$ cat config.mk
export PLATFORM = sky130hd
export DESIGN_NAME = lane_distributor
export DESIGN_NICKNAME = d
export VERILOG_FILES = /design/src/rtl/lane_distributor_pkg.sv /design/src/rtl/lane_distributor_timer.sv /design/src/rtl/lane_distributor.sv
export SDC_FILE = /design/constraint.sdc
export NUM_CORES = 1
export LEC_CHECK = 0
export BUFFER_PORTS_ARGS = -buffer_cell sky130_fd_sc_hd__buf_2
export CORE_AREA = 3 3 218 220
export CTS_BUF_LIST = sky130_fd_sc_hd__clkbuf_4
export CTS_CLUSTER_DIAMETER = 80
export DETAILED_ROUTE_END_ITERATION = 16
export DIE_AREA = 0 0 221 223
export PLACE_DENSITY_LB_ADDON = 0.2
export RECOVER_POWER = 100
export SYNTH_ARGS = -nofsm -noshare
export SYNTH_HDL_FRONTEND = slang
export SYNTH_HIERARCHICAL = 1
export SYNTH_SLANG_ARGS = --single-unit
$ cat constraint.sdc
create_clock -name clk -period 3 [get_ports clk]
set_clock_uncertainty 0.1 [all_clocks]
set_input_delay 0.6 -clock clk [delete_from_list [all_inputs] [get_ports clk]]
set_output_delay 0.6 -clock clk [all_outputs]
set_load 0.005 [all_outputs]
$ cat src/rtl/lane_distributor_pkg.sv
// Shared types and sizing helpers for the PCS transmit lane distributor.
package pcs_dist_pkg;

   typedef enum logic [1:0] {
      NORMAL     = 2'b00,
      WAIT4CLEAN = 2'b01,
      WAIT4IDLE  = 2'b10
   } dist_state_e;

   // Width of a counter that must hold 0 .. n-1 (never narrower than one bit).
   function automatic int cnt_width(input int n);
      return (n <= 2) ? 1 : $clog2(n);
   endfunction

   localparam int SYNC_COUNT_W = 16;

endpackage

$ cat src/rtl/lane_distributor_timer.sv
// Sync-period counter: wraps every SYNC_PERIOD NORMAL cycles, flags skip
// slots and the cnt==0 alignment trigger, reloads to 1 on a forced sync.
module lane_dist_timer
   import pcs_dist_pkg::*;
#(
   parameter int SYNC_PERIOD   = 1024,
   parameter int SKIP_INTERVAL = 384,
   parameter int CNT_W         = cnt_width(SYNC_PERIOD)
) (
   input  logic clk,
   input  logic reset,
   input  logic advance,
   input  logic force_load,
   output logic skip,
   output logic cnt_zero
);

   logic [CNT_W-1:0] cnt_q;
   logic [CNT_W-1:0] cnt_d;

   // SYNC_PERIOD is a power of two, so the natural binary wrap is the modulo.
   always_comb begin
      cnt_d = cnt_q;
      if (advance) begin
         cnt_d = force_load ? CNT_W'(1) : cnt_q + CNT_W'(1);
      end
   end

   // Counter register; returns to the sync point on reset.
   always_ff @(posedge clk) begin
      if (reset) begin
         cnt_q <= '0;
      end else begin
         cnt_q <= cnt_d;
      end
   end

   assign cnt_zero = (cnt_q == '0);
   assign skip     = !cnt_zero && ((32'(cnt_q) % SKIP_INTERVAL) == 0);

endmodule

$ cat src/rtl/lane_distributor.sv
// Transmit lane distributor: passes the swizzled word to the per-lane
// encoders, gates lane enables on readiness, inserts skip slots and
// alignment sync cycles, and watches for syncs that never complete.
module lane_distributor
   import pcs_dist_pkg::*;
#(
   parameter int LANES         = 4,
   parameter int UNIT_W        = 66,
   parameter int SYNC_PERIOD   = 1024,
   parameter int SKIP_INTERVAL = 384,
   parameter int IDLE_TIMEOUT  = 255
) (
   input  logic                      clk,
   input  logic                      reset,
   input  logic                      in_enable,
   input  logic [LANES*UNIT_W-1:0]   in_txdata,
   input  logic                      in_txdata_en,
   output logic                      out_ready,
   output logic                      out_syncing_pre,
   input  logic                      in_empty,
   input  logic                      in_force_sync,
   input  logic [LANES-1:0]          in_lane_mask,
   input  logic [LANES-1:0]          in_lane_ready,
   output logic [LANES*UNIT_W-1:0]   out_txdata,
   output logic [LANES-1:0]          out_txdata_en,
   output logic [LANES-1:0]          out_txsync,
   output logic                      out_sync_timeout,
   output logic [SYNC_COUNT_W-1:0]   out_sync_count
);

   localparam int TCNT_W = cnt_width(IDLE_TIMEOUT);

   dist_state_e             state_q, state_d;
   logic [TCNT_W-1:0]       tcnt_q, tcnt_d;
   logic                    timeout_q, timeout_d;
   logic [SYNC_COUNT_W-1:0] count_q, count_d;

   logic active;
   logic allready;
   logic skip;
   logic cnt_zero;
   logic sync_fire;
   logic timer_advance;

   // Outputs stay quiet while held in reset or paused.
   assign active        = in_enable & ~reset;
   assign allready      = &(in_lane_ready | ~in_lane_mask);
   assign timer_advance = active && (state_q == NORMAL);

   lane_dist_timer #(
      .SYNC_PERIOD   (SYNC_PERIOD),
      .SKIP_INTERVAL (SKIP_INTERVAL)
   ) u_timer (
      .clk        (clk),
      .reset      (reset),
      .advance    (timer_advance),
      .force_load (timer_advance & in_force_sync),
      .skip       (skip),
      .cnt_zero   (cnt_zero)
   );

   // Next-state, watchdog and handshake decode for the sync FSM.
   always_comb begin
      state_d         = state_q;
      tcnt_d          = tcnt_q;
      timeout_d       = timeout_q;
      count_d         = count_q;
      out_ready       = 1'b0;
      out_syncing_pre = 1'b0;
      sync_fire       = 1'b0;
      if (active) begin
         unique case (state_q)
            NORMAL: begin
               out_ready = allready & ~skip;
               if (cnt_zero || in_force_sync) begin
                  if (in_empty) begin
                     state_d = WAIT4IDLE;
                  end else begin
                     state_d         = WAIT4CLEAN;
                     out_syncing_pre = 1'b1;
                  end
               end
            end
            WAIT4CLEAN: begin
               if (in_empty) begin
                  state_d = WAIT4IDLE;
               end else begin
                  out_syncing_pre = 1'b1;
                  out_ready       = allready;
               end
            end
            WAIT4IDLE: begin
               tcnt_d = tcnt_q + TCNT_W'(1);
               if (allready) begin
                  sync_fire = 1'b1;
                  count_d   = count_q + SYNC_COUNT_W'(1);
                  tcnt_d    = '0;
                  state_d   = NORMAL;
               end else if (tcnt_q == TCNT_W'(IDLE_TIMEOUT - 1)) begin
                  timeout_d = 1'b1;
                  tcnt_d    = '0;
                  state_d   = NORMAL;
               end
            end
            default: begin
               state_d = NORMAL;
            end
         endcase
      end
   end

   // Control registers; reset lands in NORMAL so a fresh sync follows.
   always_ff @(posedge clk) begin
      if (reset) begin
         state_q   <= NORMAL;
         tcnt_q    <= '0;
         timeout_q <= 1'b0;
         count_q   <= '0;
      end else begin
         state_q   <= state_d;
         tcnt_q    <= tcnt_d;
         timeout_q <= timeout_d;
         count_q   <= count_d;
      end
   end

   // Per-lane gating: masked lanes never see an enable or a sync strobe.
   for (genvar i = 0; i < LANES; i++) begin : g_lane
      assign out_txdata_en[i] = in_lane_mask[i] & (sync_fire | (in_txdata_en & out_ready));
      assign out_txsync[i]    = in_lane_mask[i] & sync_fire;
   end

   assign out_txdata       = in_txdata;
   assign out_sync_timeout = timeout_q;
   assign out_sync_count   = count_q;

endmodule

-- After elaboration in Yosys (flattened, before gate mapping)
Index checks and enable logic that the tools add are counted.
- bits in registers: 37
- word-level logic and storage cells: 64
- input bits: 278
- bits in latches: 0
- output and inout bits: 291
- memory bits (read-only): 0
- memories kept: 0
- bits in writable memories: 0
- reductions and logical operators: 12
- shifts and indexed selects: 0
- equality and inequality tests: 6
- mux-type cells: 19
- div/mod/pow operators: 1
- multipliers: 0
- $add $sub $neg: 3
- bitwise gates (word level): 18
- $lt $le $gt $ge: 0
- operators by type and width (cell ; count):
    $logic_not A32 Y1 ; 1
    $mod A10 B9 Y32 const B ; 1
    $add A16 B1 Y16 const B ; 1
    $mux W8 ; 2
    $and A1 B1 Y1 ; 12
    $reduce_and A4 Y1 ; 3
    $add A10 B1 Y10 const B ; 1
    $logic_not A10 Y1 ; 1
    $mux W10 ; 1
    $mux W2 ; 5
    $add A8 B1 Y8 const B ; 1
    $eq A8 B8 Y1 const B ; 1
    $mux W1 ; 8
    $pmux W2 S3 ; 1
    $reduce_and A6 Y1 ; 1
    $not A4 Y4 ; 1
    $or A4 B4 Y4 ; 1
    $pmux W1 S2 ; 2
    $ne A3 B3 Y1 const B ; 1
    $not A1 Y1 ; 3
    $eq A2 B1 Y1 const B ; 1
    $eq A2 B2 Y1 const B ; 1
    $logic_and A1 B1 Y1 ; 2
    $logic_not A2 Y1 ; 1
    other kinds (6) ; 6

-- Longest topological paths before layout
- word-level depth: 10
- mapped depth: 9
- gate-level depth less buffers: 8

-- By module
Netlist, hierarchy kept.
- by module, submodules not included (module ; cells an instance ; sequential area each (sq um) ; times used ; area an instance (sq um)):
    lane_distributor ; 439 ; 540.5 ; 1 ; 3447.1
    lane_dist_timer ; 61 ; 200.2 ; 1 ; 544.3

-- Worst setup path after synthesis
No wires, ideal clock.
- path type: in2out
- start: input port in_lane_mask[3]
- end: output port out_txdata_en[0]
- cell stages on the path: 6
- setup slack: 516 ps
- arrival time: 1784 ps
- path buffers: 2
- data required time: 2300 ps
- cells stage by stage: inv_1 -> o2111ai_1 -> clkbuf_1 -> clkbuf_1 -> nor2_1 -> and2_1
- longest elaborated chain between the ends: 9
- elaborated cells between the ends (all ways): 13
- classes of those cells: 6 x mux; 6 x bitwise; 1 x reduce/logical
- RTL lines (what ; RTL line ; text):
    start: declaration ; lane_distributor.sv:22 ; input logic [LANES-1:0] in_lane_mask,
    $not A4 Y4 * ; lane_distributor.sv:47 ; assign allready = &(in_lane_ready | ~in_lane_mask);
    $or A4 B4 Y4 * ; lane_distributor.sv:47 ;
    $reduce_and A4 Y1 * ; lane_distributor.sv:47 ;
    $mux W1 or $and A1 B1 Y1 (tied branches) ; lane_distributor.sv:85, lane_distributor.sv:74 ;
    $pmux W1 S2 ; lane_distributor.sv:72 ; unique case (state_q)
    $mux W1 ; lane_distributor.sv:71 ; if (active) begin
    $and A1 B1 Y1 ; lane_distributor.sv:129 ; assign out_txdata_en[i] = in_lane_mask[i] & (sync_fire | (in_txdata_en & out_ready));
    $or A1 B1 Y1 * ; lane_distributor.sv:129 ;
    $and A1 B1 Y1 * ; lane_distributor.sv:129 ;
    end: declaration ; lane_distributor.sv:25 ; output logic [LANES-1:0] out_txdata_en,
Every way passes the cells marked *; elsewhere a longest branch is shown, timed or not.

-- Worst setup path in the final report
- start: register u_timer.cnt_q[8]
- end: output port out_txdata_en[0]
- longest elaborated chain between the ends: 10
- elaborated cells between the ends (all ways): 12
- classes of those cells: 1 x div; 2 x mux; 5 x bitwise; 4 x reduce/logical
- RTL lines (what ; RTL line ; text):
    start: declaration ; lane_distributor_timer.sv:18 ; logic [CNT_W-1:0] cnt_q;
    start signal: assignment ; lane_distributor_timer.sv:34 ; cnt_q <= cnt_d;
    $mod A10 B9 Y32 or $logic_not A10 Y1 (tied branches) ; lane_distributor_timer.sv:39, lane_distributor_timer.sv:38 ;
    $logic_not A32 Y1 or $logic_not A1 Y1 (tied branches) ; lane_distributor_timer.sv:39 ; assign skip = !cnt_zero && ((32'(cnt_q) % SKIP_INTERVAL) == 0);
    $logic_and A1 B1 Y1 * ; lane_distributor_timer.sv:39 ;
    named net skip ; lane_distributor.sv:40 ; logic skip;
    $not A1 Y1 * ; lane_distributor.sv:74 ; out_ready = allready & ~skip;
    $and A1 B1 Y1 * ; lane_distributor.sv:74 ;
    $pmux W1 S2 * ; lane_distributor.sv:72 ;
    $mux W1 * ; lane_distributor.sv:71 ;
    $and A1 B1 Y1 * ; lane_distributor.sv:129 ;
    $or A1 B1 Y1 * ; lane_distributor.sv:129 ;
    $and A1 B1 Y1 * ; lane_distributor.sv:129 ;
The timed path passes the listed nets; every way through them passes the cells marked *.

==> flow_metrics.tcl <==
set metrics [dict create \
    first_iter_violations 81 \
    p_seq_share_pct 55.7 \
    netlist_area_um2 3990 \
    dieArea_um2 49300 \
    end_kind "output port" \
    ios 569 \
    start_kind "flop" \
    power_switching_uw 287 \
    crit_top_cell "mux2i_1" \
    clk_pin_slew_ns 0.13 \
    grt_pass1_wl_mm 16.8 \
    yosysSeqAreaShare_pct 18.6 \
    synth_common_cells "buf_4, dfxtp_1, a21oi_1, nand2_1, nor3_1" \
    grt_max_degree 32 \
    p_leak_nw 0.855 \
    netlist-cell-type-count 45 \
    dp_hpwl_mm 9.49 \
    yosysTopAreaCellShare_pct 49.7 \
    drv_cap 0 \
    die_h_um 223 \
    setup_slack_ns 0.119 \
    ys_warn_count 6 \
    critPathMaxStageDelay_ns 0.38 \
    min_period_ns 2.88 \
    drv_slew 0 \
    die_x_um 221 \
    final-setup-viol-count 0 \
    hp-class "reg2reg" \
    totalPowerFinal_uw 902 \
    power.density_nw_per_um2 296 \
    holdBufCountCts 0 \
    yosysMostFrequentCell "buf_4" \
    start_util_pct 8.78 \
    critPathMaxFanout 3 \
    internal_power_uw 615 \
    cts_tree "built" \
    crit_family "simple AND/OR/NAND/NOR gates" \
    io_buffers 40 \
    route.detailed.drc 0 \
    h-tree-depth 2 \
    finalInstanceArea_um2 3040 \
    switching_share_pct 31.9 \
    ant_nets 0 \
    clock_path_buffers 2 \
    cp_cell_sequence "ha_4 -> nor3b_2 -> mux2i_1 -> nor3b_1 -> mux2i_1 -> a31oi_2 -> nor2_2 -> and2_1 -> buf_2" \
    slowest_stage "dfxtp_4" \
    num_rows 78 \
    synth_edf_count 0 \
    combPwrFrac_pct 10.0 \
    synthArstFlopShare_pct 0 \
    drive_gt1_share_pct 20.4 \
    fmax_ghz 0.347 \
    cts.sinks 37 \
    antenna_found_initial 4 \
    place_ws_ns 0.295 \
    worstSetupPathType "reg2out" \
    place_area_um2 2940 \
    r2r_start "state_q[1]" \
    synth_area_leader_cell "buf_4" \
    synthesis.nets 784 \
    clk_latency_ns 0.40 \
    core_um2 45500 \
    nets 563 \
    vdd_drop_max_uv 102 \
    ys.flop_type "dfxtp_1" \
    finalWirelength_mm 12.0 \
    tightest_slew_ns 0.560 \
    avgRoutedWirePerCell_um 13.7 \
    hold_viol 0 \
    crit_required_ns 2.30 \
    rsz0062_at_grt "true" \
    grt_overflow 0 \
    syn-instance-count 500 \
    final.period_utilization_pct 96.0 \
    status "complete, no violations" \
    gp_congestion 0.637 \
    vias_per_cell 2.64 \
    syn_avg_cell_area_um2 7.98 \
    whs_ns 0.395 \
    numCtsBuffers 5 \
    vias 2330 \
    cts_root_buf "clkbuf_4" \
    cp.arrival_ns 2.18 \
    area_delta_synth_final_pct -23.8 \
    cp.buffers_inverters 1 \
    holdCritStartpoint "out_sync_count[15]" \
    slew_headroom_pct 62.7 \
    startpoint "u_timer/cnt_q[8]" \
    synth-seq-cells 37 \
    firstDrtPassIters 4 \
    track_usage_pct 4.68 \
    yosys-top-cells-area "buf_4, dfxtp_1, a21oi_1, o31ai_1, or4_1" \
    pwr-share-clk_pct 34.3 \
    grt_pass1_vias 2314 \
]
[final timing paths]
| kind | to | slack (ns) | cells past startpoint |
|---|---|---|---|
| min | out_sync_count[15] | 0.40 | 2 |
| min reg2reg | out_sync_count[15] | 0.40 | 2 |
| max reg2reg | out_sync_count[11] | 0.83 | 4 |
| max | out_txdata_en[0] | 0.12 | 9 |
[sequential cells by signal, summed over array words and instances (netlist names)]
register	cells
tcnt_q	8
out_sync_count	16
out_sync_timeout	1
u_timer/cnt_q	10
state_q	2
[logic make-up (layout without fill, tap and decap cells)]
logic type | count (synthesis) | in the layout | synth area share (%)
muxes | 4 | 4 | 1.00
adders and majority gates | 6 | 6 | 1.88
DFF | 37 | 37 | 18.6
AOI/OAI and AO/OA | 53 | 53 | 8.43
other | 0 | 1 | 0
xor gates and xnor gates | 9 | 9 | 1.98
and+or+nand+nor | 107 | 107 | 15.9
buffers and inverters | 284 | 64 | 52.2
[layer usage]
layer	vias to the layer above	track usage, %	part of all wire (%)
met2	249	6.24	41
li1	976	-	-
met4	6	3.80	7.0
met1	997	4.28	33
met3	102	4.46	18
met5	-	0.196	0.33
[area by class of cell]
| type | count | area, um2 |
|---|---|---|
| inverters | 6 | 22.5 |
| fillers | 5418 | 42400 |
| repair buffers | 50 | 254 |
| multi-input cells | 179 | 1210 |
| flip-flops and latches | 37 | 748 |
| well taps | 600 | 751 |
| clock inverters | 3 | 17.5 |
| diodes | 1 | 2.50 |
| clock buffers | 5 | 37.5 |
[worst reg2reg max path: stages (launching register included)]
cell and delay (ns):
dfxtp_1 0.51, nand4bb_4 0.16, or3_1 0.64, or4_1 0.56, a21oi_1 0.15
[timing repair]
item | CTS | global route
endpoints found under the setup margin | 3 | 5
setup buffers | 2 | 1
pin swaps | 2 | 8
endpoints found under the hold margin | 0 | 0
resized for setup | 5 | 5
[layout by cell type, fill, tap and decap left out, types with 2 or more instances in the layout]
cell	count
a21oi_1	20
and2_1	4
and3_1	8
buf_2	26
buf_4	9
clkbuf_1	15
clkbuf_4	5
clkinv_2	2
dfxtp_1	35
dfxtp_4	2
ha_1	5
inv_1	6
mux2i_1	4
nand2_1	19
nand2b_1	4
nand3_1	11
nand3b_1	2
nand4_1	8
nor2_1	8
nor3_1	13
nor3b_1	2
o21ai_0	9
o311ai_0	2
o31ai_1	12
o41ai_1	2
or3_1	5
or4_1	12
xnor2_1	3
xor2_1	6
[per-stage QoR]
stage	std cells	utilization, %	setup TNS [ns]
6_report	881	6.69	0
5_1_grt	881	6.69	-0.396
4_1_cts	879	6.65	0
3_5_place_dp	869	6.46	0
3_3_place_gp	869	6.46	0
2_1_floorplan	500	-	0
[power by group through the flow]
stage	Sequential [mW]	Clock, mW	Combinational [mW]
global placement	0.515	0	0.0918
finish	0.502	0.309	0.0906
floorplan	0.513	0	0.336
detailed placement	0.515	0	0.0923
CTS	0.504	0.334	0.0950
global route	0.504	0.357	0.102
No activity file was read; power rests on OpenSTA's default activity.
